$ cat config.mk
export PLATFORM = sky130hd
export DESIGN_NAME = sdr_wr
export DESIGN_NICKNAME = d
export VERILOG_FILES = /design/src/rtl/sdr_pkg.sv /design/src/rtl/sdr_dly_cnt.sv /design/src/rtl/sdr_wr.sv
export SDC_FILE = /design/constraint.sdc
export NUM_CORES = 1
export LEC_CHECK = 0
export ABC_AREA = 1
export CAP_MARGIN = 20
export CORE_ASPECT_RATIO = 1.75
export CORE_MARGIN = 3
export CORE_UTILIZATION = 40
export CTS_CLUSTER_SIZE = 40
export DETAILED_ROUTE_END_ITERATION = 10
export PLACE_DENSITY = 0.7
export SLEW_MARGIN = 25
export SYNTH_ARGS = -nofsm -noshare
export SYNTH_HDL_FRONTEND = slang
export SYNTH_SLANG_ARGS = --single-unit
$ cat constraint.sdc
create_clock -name clk -period 2.12 [get_ports clk]
set_input_delay 0.212 -clock clk [delete_from_list [all_inputs] [get_ports clk]]
set_output_delay 0.212 -clock clk [all_outputs]
set_load 0.02 [all_outputs]
$ cat src/rtl/sdr_pkg.sv
// rtl/sdr_pkg.sv - SDRAM command/state encodings and timing defaults shared by the read and write controllers
package sdr_pkg;

  localparam int SDR_NRCD_DEFAULT = 3;
  localparam int SDR_NWR_DEFAULT  = 2;
  localparam int SDR_NRP_DEFAULT  = 3;
  localparam int CNT_W            = 8;

  // {nRAS, nCAS, nWE}
  typedef enum logic [2:0] {
    CMD_PRECHARGE = 3'b010,
    CMD_ACTIVE    = 3'b011,
    CMD_WRITE     = 3'b100,
    CMD_NOP       = 3'b111
  } sdr_cmd_e;

  typedef enum logic [2:0] {
    ST_IDLE,
    ST_ACTIVE,
    ST_WRITE,
    ST_RECOVER,
    ST_PRECHARGE,
    ST_WAIT_RP
  } sdr_state_e;

  function automatic logic [CNT_W-1:0] dly_val(input int cycles);
    return CNT_W'(cycles);
  endfunction

endpackage

$ cat src/rtl/sdr_dly_cnt.sv
// rtl/sdr_dly_cnt.sv - loadable down-counter with zero flag, shared by the tRCD, tWR and tRP waits
module sdr_dly_cnt
  import sdr_pkg::*;
(
  input  logic             clk,
  input  logic             rst,
  input  logic             load_i,
  input  logic             dec_i,
  input  logic [CNT_W-1:0] val_i,
  output logic [CNT_W-1:0] cnt_o,
  output logic             zero_o
);

  logic [CNT_W-1:0] cnt_q, cnt_d;

  always_comb begin
    cnt_d = cnt_q;
    if (load_i) begin
      cnt_d = val_i;
    end else if (dec_i && cnt_q != '0) begin
      cnt_d = cnt_q - CNT_W'(1);
    end
  end

  always_ff @(posedge clk) begin
    if (rst) begin
      cnt_q <= '0;
    end else begin
      cnt_q <= cnt_d;
    end
  end

  assign cnt_o  = cnt_q;
  assign zero_o = (cnt_q == '0);

endmodule

$ cat src/rtl/sdr_wr.sv
// rtl/sdr_wr.sv - SDRAM single-bank write burst controller with registered pin outputs
// SDR_WR_AUTO_PRECHARGE_EN: close the row with A10 on the last WRITE instead of a PRECHARGE command
module sdr_wr
  import sdr_pkg::*;
#(
  parameter int NRCD = SDR_NRCD_DEFAULT,
  parameter int NWR  = SDR_NWR_DEFAULT,
  parameter int NRP  = SDR_NRP_DEFAULT
) (
  input  logic        clk,
  input  logic        rst,
  input  logic        wr_req,
  input  logic [1:0]  wr_bank_addr,
  input  logic [12:0] wr_row_addr,
  input  logic [8:0]  wr_col_addr,
  input  logic [2:0]  wr_len,
  output logic        wr_data_rdy,
  input  logic [15:0] wr_data,
  input  logic [1:0]  wr_mask,
  output logic        wr_busy,
  output logic        wr_done,
  output logic        sdr_CKE,
  output logic        sdr_nCS,
  output logic [1:0]  sdr_BA,
  output logic [12:0] sdr_A,
  output logic        sdr_nRAS,
  output logic        sdr_nCAS,
  output logic        sdr_nWE,
  output logic [15:0] sdr_DQ,
  output logic        sdr_DQ_oe,
  output logic [1:0]  sdr_DQM
);

`ifdef SDR_WR_AUTO_PRECHARGE_EN
  localparam bit AUTO_PRE = 1'b1;
`else
  localparam bit AUTO_PRE = 1'b0;
`endif

  sdr_state_e       state_q, state_d;
  logic [1:0]       bank_q, bank_d;
  logic [8:0]       col_q, col_d;
  logic [2:0]       len_q, len_d;
  logic [2:0]       idx_q, idx_d;
  sdr_cmd_e         cmd_q, cmd_d;
  logic [1:0]       ba_q, ba_d;
  logic [12:0]      a_q, a_d;
  logic [15:0]      dq_q, dq_d;
  logic             oe_q, oe_d;
  logic [1:0]       dqm_q, dqm_d;
  logic             rdy_q, rdy_d;
  logic             busy_q, busy_d;
  logic             done_q, done_d;
  logic             cnt_load, cnt_dec, cnt_zero;
  logic [CNT_W-1:0] cnt_val, cnt;
  logic             wr_issue, wr_last;

  sdr_dly_cnt u_dly (
    .clk    (clk),
    .rst    (rst),
    .load_i (cnt_load),
    .dec_i  (cnt_dec),
    .val_i  (cnt_val),
    .cnt_o  (cnt),
    .zero_o (cnt_zero)
  );

  always_comb begin
    state_d  = state_q;
    bank_d   = bank_q;
    col_d    = col_q;
    len_d    = len_q;
    idx_d    = idx_q;
    cmd_d    = CMD_NOP;
    ba_d     = ba_q;
    a_d      = a_q;
    dq_d     = '0;
    oe_d     = 1'b0;
    dqm_d    = 2'b11;
    rdy_d    = 1'b0;
    busy_d   = 1'b1;
    done_d   = 1'b0;
    cnt_load = 1'b0;
    cnt_val  = '0;
    cnt_dec  = 1'b0;
    wr_issue = 1'b0;
    wr_last  = (idx_q == len_q);
    case (state_q)
      ST_IDLE: begin
        busy_d = 1'b0;
        if (wr_req) begin
          bank_d   = wr_bank_addr;
          col_d    = wr_col_addr;
          len_d    = wr_len;
          idx_d    = '0;
          cmd_d    = CMD_ACTIVE;
          ba_d     = wr_bank_addr;
          a_d      = wr_row_addr;
          cnt_load = 1'b1;
          cnt_val  = dly_val(NRCD - 1);
          rdy_d    = (NRCD == 1);
          busy_d   = 1'b1;
          state_d  = ST_ACTIVE;
        end
      end
      ST_ACTIVE: begin
        // Raise the pull strobe one cycle ahead of the first WRITE edge.
        if (cnt_zero) begin
          wr_issue = 1'b1;
        end else begin
          cnt_dec = 1'b1;
          rdy_d   = (cnt == dly_val(1));
        end
      end
      ST_WRITE: wr_issue = 1'b1;
      ST_RECOVER: begin
        if (!cnt_zero) begin
          cnt_dec = 1'b1;
        end else if (AUTO_PRE) begin
          cnt_load = 1'b1;
          cnt_val  = dly_val(NRP);
          state_d  = ST_WAIT_RP;
        end else begin
          state_d = ST_PRECHARGE;
        end
      end
      ST_PRECHARGE: begin
        cmd_d    = CMD_PRECHARGE;
        ba_d     = bank_q;
        a_d      = '0;
        cnt_load = 1'b1;
        cnt_val  = dly_val(NRP - 1);
        state_d  = ST_WAIT_RP;
      end
      ST_WAIT_RP: begin
        if (cnt_zero) begin
          done_d  = 1'b1;
          state_d = ST_IDLE;
        end else begin
          cnt_dec = 1'b1;
        end
      end
      default: state_d = ST_IDLE;
    endcase
    if (wr_issue) begin
      cmd_d = CMD_WRITE;
      ba_d  = bank_q;
      a_d   = {2'b00, (AUTO_PRE && wr_last), 1'b0, col_q + 9'(idx_q)};
      dq_d  = wr_data;
      dqm_d = wr_mask;
      oe_d  = 1'b1;
      idx_d = idx_q + 3'd1;
      if (wr_last) begin
        cnt_load = 1'b1;
        cnt_val  = dly_val(NWR - 1);
        state_d  = ST_RECOVER;
      end else begin
        rdy_d   = 1'b1;
        state_d = ST_WRITE;
      end
    end
  end

  always_ff @(posedge clk) begin
    if (rst) begin
      state_q <= ST_IDLE;
      bank_q  <= '0;
      col_q   <= '0;
      len_q   <= '0;
      idx_q   <= '0;
      cmd_q   <= CMD_NOP;
      ba_q    <= '0;
      a_q     <= '0;
      dq_q    <= '0;
      oe_q    <= 1'b0;
      dqm_q   <= 2'b11;
      rdy_q   <= 1'b0;
      busy_q  <= 1'b0;
      done_q  <= 1'b0;
    end else begin
      state_q <= state_d;
      bank_q  <= bank_d;
      col_q   <= col_d;
      len_q   <= len_d;
      idx_q   <= idx_d;
      cmd_q   <= cmd_d;
      ba_q    <= ba_d;
      a_q     <= a_d;
      dq_q    <= dq_d;
      oe_q    <= oe_d;
      dqm_q   <= dqm_d;
      rdy_q   <= rdy_d;
      busy_q  <= busy_d;
      done_q  <= done_d;
    end
  end

  assign sdr_CKE                      = 1'b1;
  assign sdr_nCS                      = 1'b0;
  assign {sdr_nRAS, sdr_nCAS, sdr_nWE} = cmd_q;
  assign sdr_BA                       = ba_q;
  assign sdr_A                        = a_q;
  assign sdr_DQ                       = dq_q;
  assign sdr_DQ_oe                    = oe_q;
  assign sdr_DQM                      = dqm_q;
  assign wr_data_rdy                  = rdy_q;
  assign wr_busy                      = busy_q;
  assign wr_done                      = done_q;

endmodule

==> impl_metrics.csv <==
group,metric,value,unit
final_layout,final_area,4195,µm²
routing,ant_nets,0,
placement,dp.cells,551,
clock_tree,postCtsSetupBuffers,0,
critical_path,cp.arrival,2090,ps
synthesis,synth_edf_count,0,
critical_path,max_stage_delay,340,ps
power_and_ir_drop,seq_power_share,30.5,%
die,start_util,41.26,%
critical_path,critPathLaunchType,"register",
clock_tree,clk_pin_slew,50,ps
die,die_area,8573,µm²
final_layout,finalNetCount,532,
die,core_area,7233,µm²
routing,wl_per_cell,12.62,µm
timing,clock-skew-final,6.700,ps
run,maxCapViolCount,0,
routing,routed_wl,7143,µm
synthesis,synth_seq_cells,68,
power_and_ir_drop,switching_share,40.54,%
power_and_ir_drop,internal-power,3.626,mW
power_and_ir_drop,clockPowerShare,23.7,%
placement,dpl.hpwl,5279,µm
die,num_io_pins,90,
grt,grt_max_degree,32,
synthesis,ys_seq_area_share,45.62,%
clock_tree,cts_resized,0,
timing,period_needed,1869,ps
timing,setup_viol,0,
placement,io_buffers,87,
power_and_ir_drop,power_switching,2.472,mW
placement,placed_area,3910,µm²
die,rows,41,
synthesis,yosys.area.top_type,"dfxtp_1",
die,die_y,120.3,µm
critical_path,required,2340,ps
synthesis,synthArstFlopShare,0,%
synthesis,synth.cells.most_frequent,"dfxtp_1 (68), nand2_1 (64), nor2_1 (52)",
routing,first_pass_iters,4,
critical_path,path_common_cell,"inv_1",
timing,fmax,0.5351,GHz
routing,dr_total_vias,2690,
final_layout,drive_gt1_share,10.00,%
clock_tree,cts_max_path_buffers,2,
timing,fin_crit_sh,88.15,%
timing,finalHoldViolCount,0,
timing,rsz0062_at_grt,"false",
routing,drt-vias-per-instance,4.753,
routing,drtIter0Drc,108,
synthesis,syn_area,2984,µm²
power_and_ir_drop,ir_drop,0.0005744,V
power_and_ir_drop,leakagePower,1.865,nW
synthesis,yosysMostFrequentCell,"dfxtp_1",
synthesis,syn_nets,444,
grt,grt_pass1_vias,2561,
timing,slew_viol_final,0,
placement,place_congestion,0.8825,
synthesis,synth_ff_type,"dfxtp_1",
final_layout,antennaDiodeCount,0,
critical_path,critical_path.cell_chain,"inv_1 -> ha_1 -> inv_1 -> nor2_2 -> nand3_4 -> nand2_8 -> nand2_2 -> or2_2",
routing,drcViolationCount,0,
synthesis,netlist.area_leader.share,45.62,%
critical_path,worstSetupEndpointType,"register",
grt,grt_pass1_wl,11630,µm
die,fp.dieW,71.29,µm
synthesis,yosys_warnings,0,
grt,antenna_found_initial,0,
critical_path,crit_slowest_cell,"or2_2",
min_path,hold_path.class,"in -> reg",
clock_tree,numCtsBuffers,9,
grt,gr-total-overflow,0,
final_layout,syn_to_final_growth,40.59,%
synthesis,synthTopCellsByArea,"dfxtp_1 (46%), nand2_1 (8.1%), nor2_1 (6.5%)",
timing,fin_setup_tns,0,ps
synthesis,avgSynthCellArea,7.691,µm²
clock_tree,worstSkewPairLatency,340,ps
final_layout,instances_no_fill,566,
synthesis,ys_types,34,
critical_path,path_buf_inv,2,
synthesis,syn-instance-count,388,
power_and_ir_drop,p_comb_share,45.8,%
clock_tree,ctsHoldBuffers,0,
clock_tree,htreeDepth,3,
critical_path,crit_family,"simple AND/OR/NAND/NOR gates",
run_status,status,"complete, no violations",
critical_path,crit_type,"reg -> reg",
power_and_ir_drop,power.density,1454,nW/µm²
grt,grt_usage,17.58,%
critical_path,critical_path.max_fanout,17,
clock_tree,cts_sinks,68,
clock_tree,cts-root-buf,"clkbuf_16",
clock_tree,cts_tree,"built",
## worst min-delay path: cells and delay by family
family	cells	cell delay (ps)
buf+inv	2	440
simple gates	1	30
## metal layers
metal,wire length [µm],vias up,track usage (%),share of wire [%]
li1,-,1396,-,-
met5,0,-,0,0
met2,3974,60,32.20,56
met1,2649,1219,17.37,37
met3,316,15,4.576,4.4
met4,203,0,9.765,2.8
## cell usage in the layout (no fill, tap or decap), types with 2 or more instances in the layout
cell             instances
nand4_1                  9
inv_1                   46
nor2_1                  52
a21oi_1                 30
nor2_8                   3
conb_1                   2
or2_2                    2
nand3_1                 16
clkbuf_1                 3
buf_4                    3
ha_1                     7
o21ai_1                  3
nor3_1                   2
clkbuf_16                9
xor2_1                   6
nor2_4                   2
inv_2                   10
nand2_1                 64
clkdlybuf4s50_1         87
dfxtp_1                 68
o21ai_0                 30
xnor2_1                  2
nor2_2                   4
nand2_2                  7
## stage by stage
stage	utilization (%)	worst slack, ps	hold WS, ps	power (mW)
5_1_grt	58.00	29.72	396.2	6.536
3_3_place_gp	54.06	335.4	450.8	4.631
4_1_cts	58.00	244.4	393.8	6.154
3_5_place_dp	54.06	241.7	455.9	4.697
6_report	58.00	251.3	394.0	6.098
2_1_floorplan	-	549.5	318.6	3.835
## sequential cells by signal, indices dropped and copies added, names as in the netlist
register and cells:
col_q 9, bank_q 2, wr_busy 1, wr_data_rdy 1, wr_done 1, sdr_A 13
u_dly.cnt_o 8, sdr_DQM 2, sdr_DQ_oe 1, cmd_q 3, idx_q 3, sdr_DQ 16
sdr_BA 2, state_q 3, len_q 3
## worst paths after layout
check,start,end,slack [ps],depth (start not counted)
setup / recovery,u_dly.cnt_o[0],sdr_DQM[0],250,8
hold / removal,wr_data[3],sdr_DQ[3],390,3
setup reg to reg,u_dly.cnt_o[0],sdr_DQM[0],250,8
hold reg to reg,bank_q[0],bank_q[0],460,2
## cells by family after synthesis
| family | after synthesis | synth area share, % |
|---|---|---|
| simple gates | 166 | 27.17 |
| compound gates | 66 | 11.24 |
| buf+inv | 70 | 9.770 |
| fa+ha+maj | 8 | 3.606 |
| other cells | 2 | 0.2517 |
| flops | 68 | 45.62 |
| xor+xnor | 8 | 2.348 |
## power groups by stage
stage | sequential (mW) | clock [mW] | combinational [mW]
after floorplan | 2.10 | 0 | 1.73
after global placement | 1.87 | 0 | 2.76
after detailed placement | 1.88 | 0 | 2.82
after CTS | 1.86 | 1.46 | 2.83
after global routing | 1.90 | 1.52 | 3.11
final | 1.86 | 1.44 | 2.80
## layout make-up
class                      instances  area, µm²
sequential                        68       1361
inverter                          57      216.5
tap                               86      107.6
clock inverter                     2      35.03
clock buffer                      13      250.2
multi-input combinational        250       1331
timing repair buffer              90      893.4
fill                             679       3038
No activity file was read; power rests on OpenSTA's default activity.
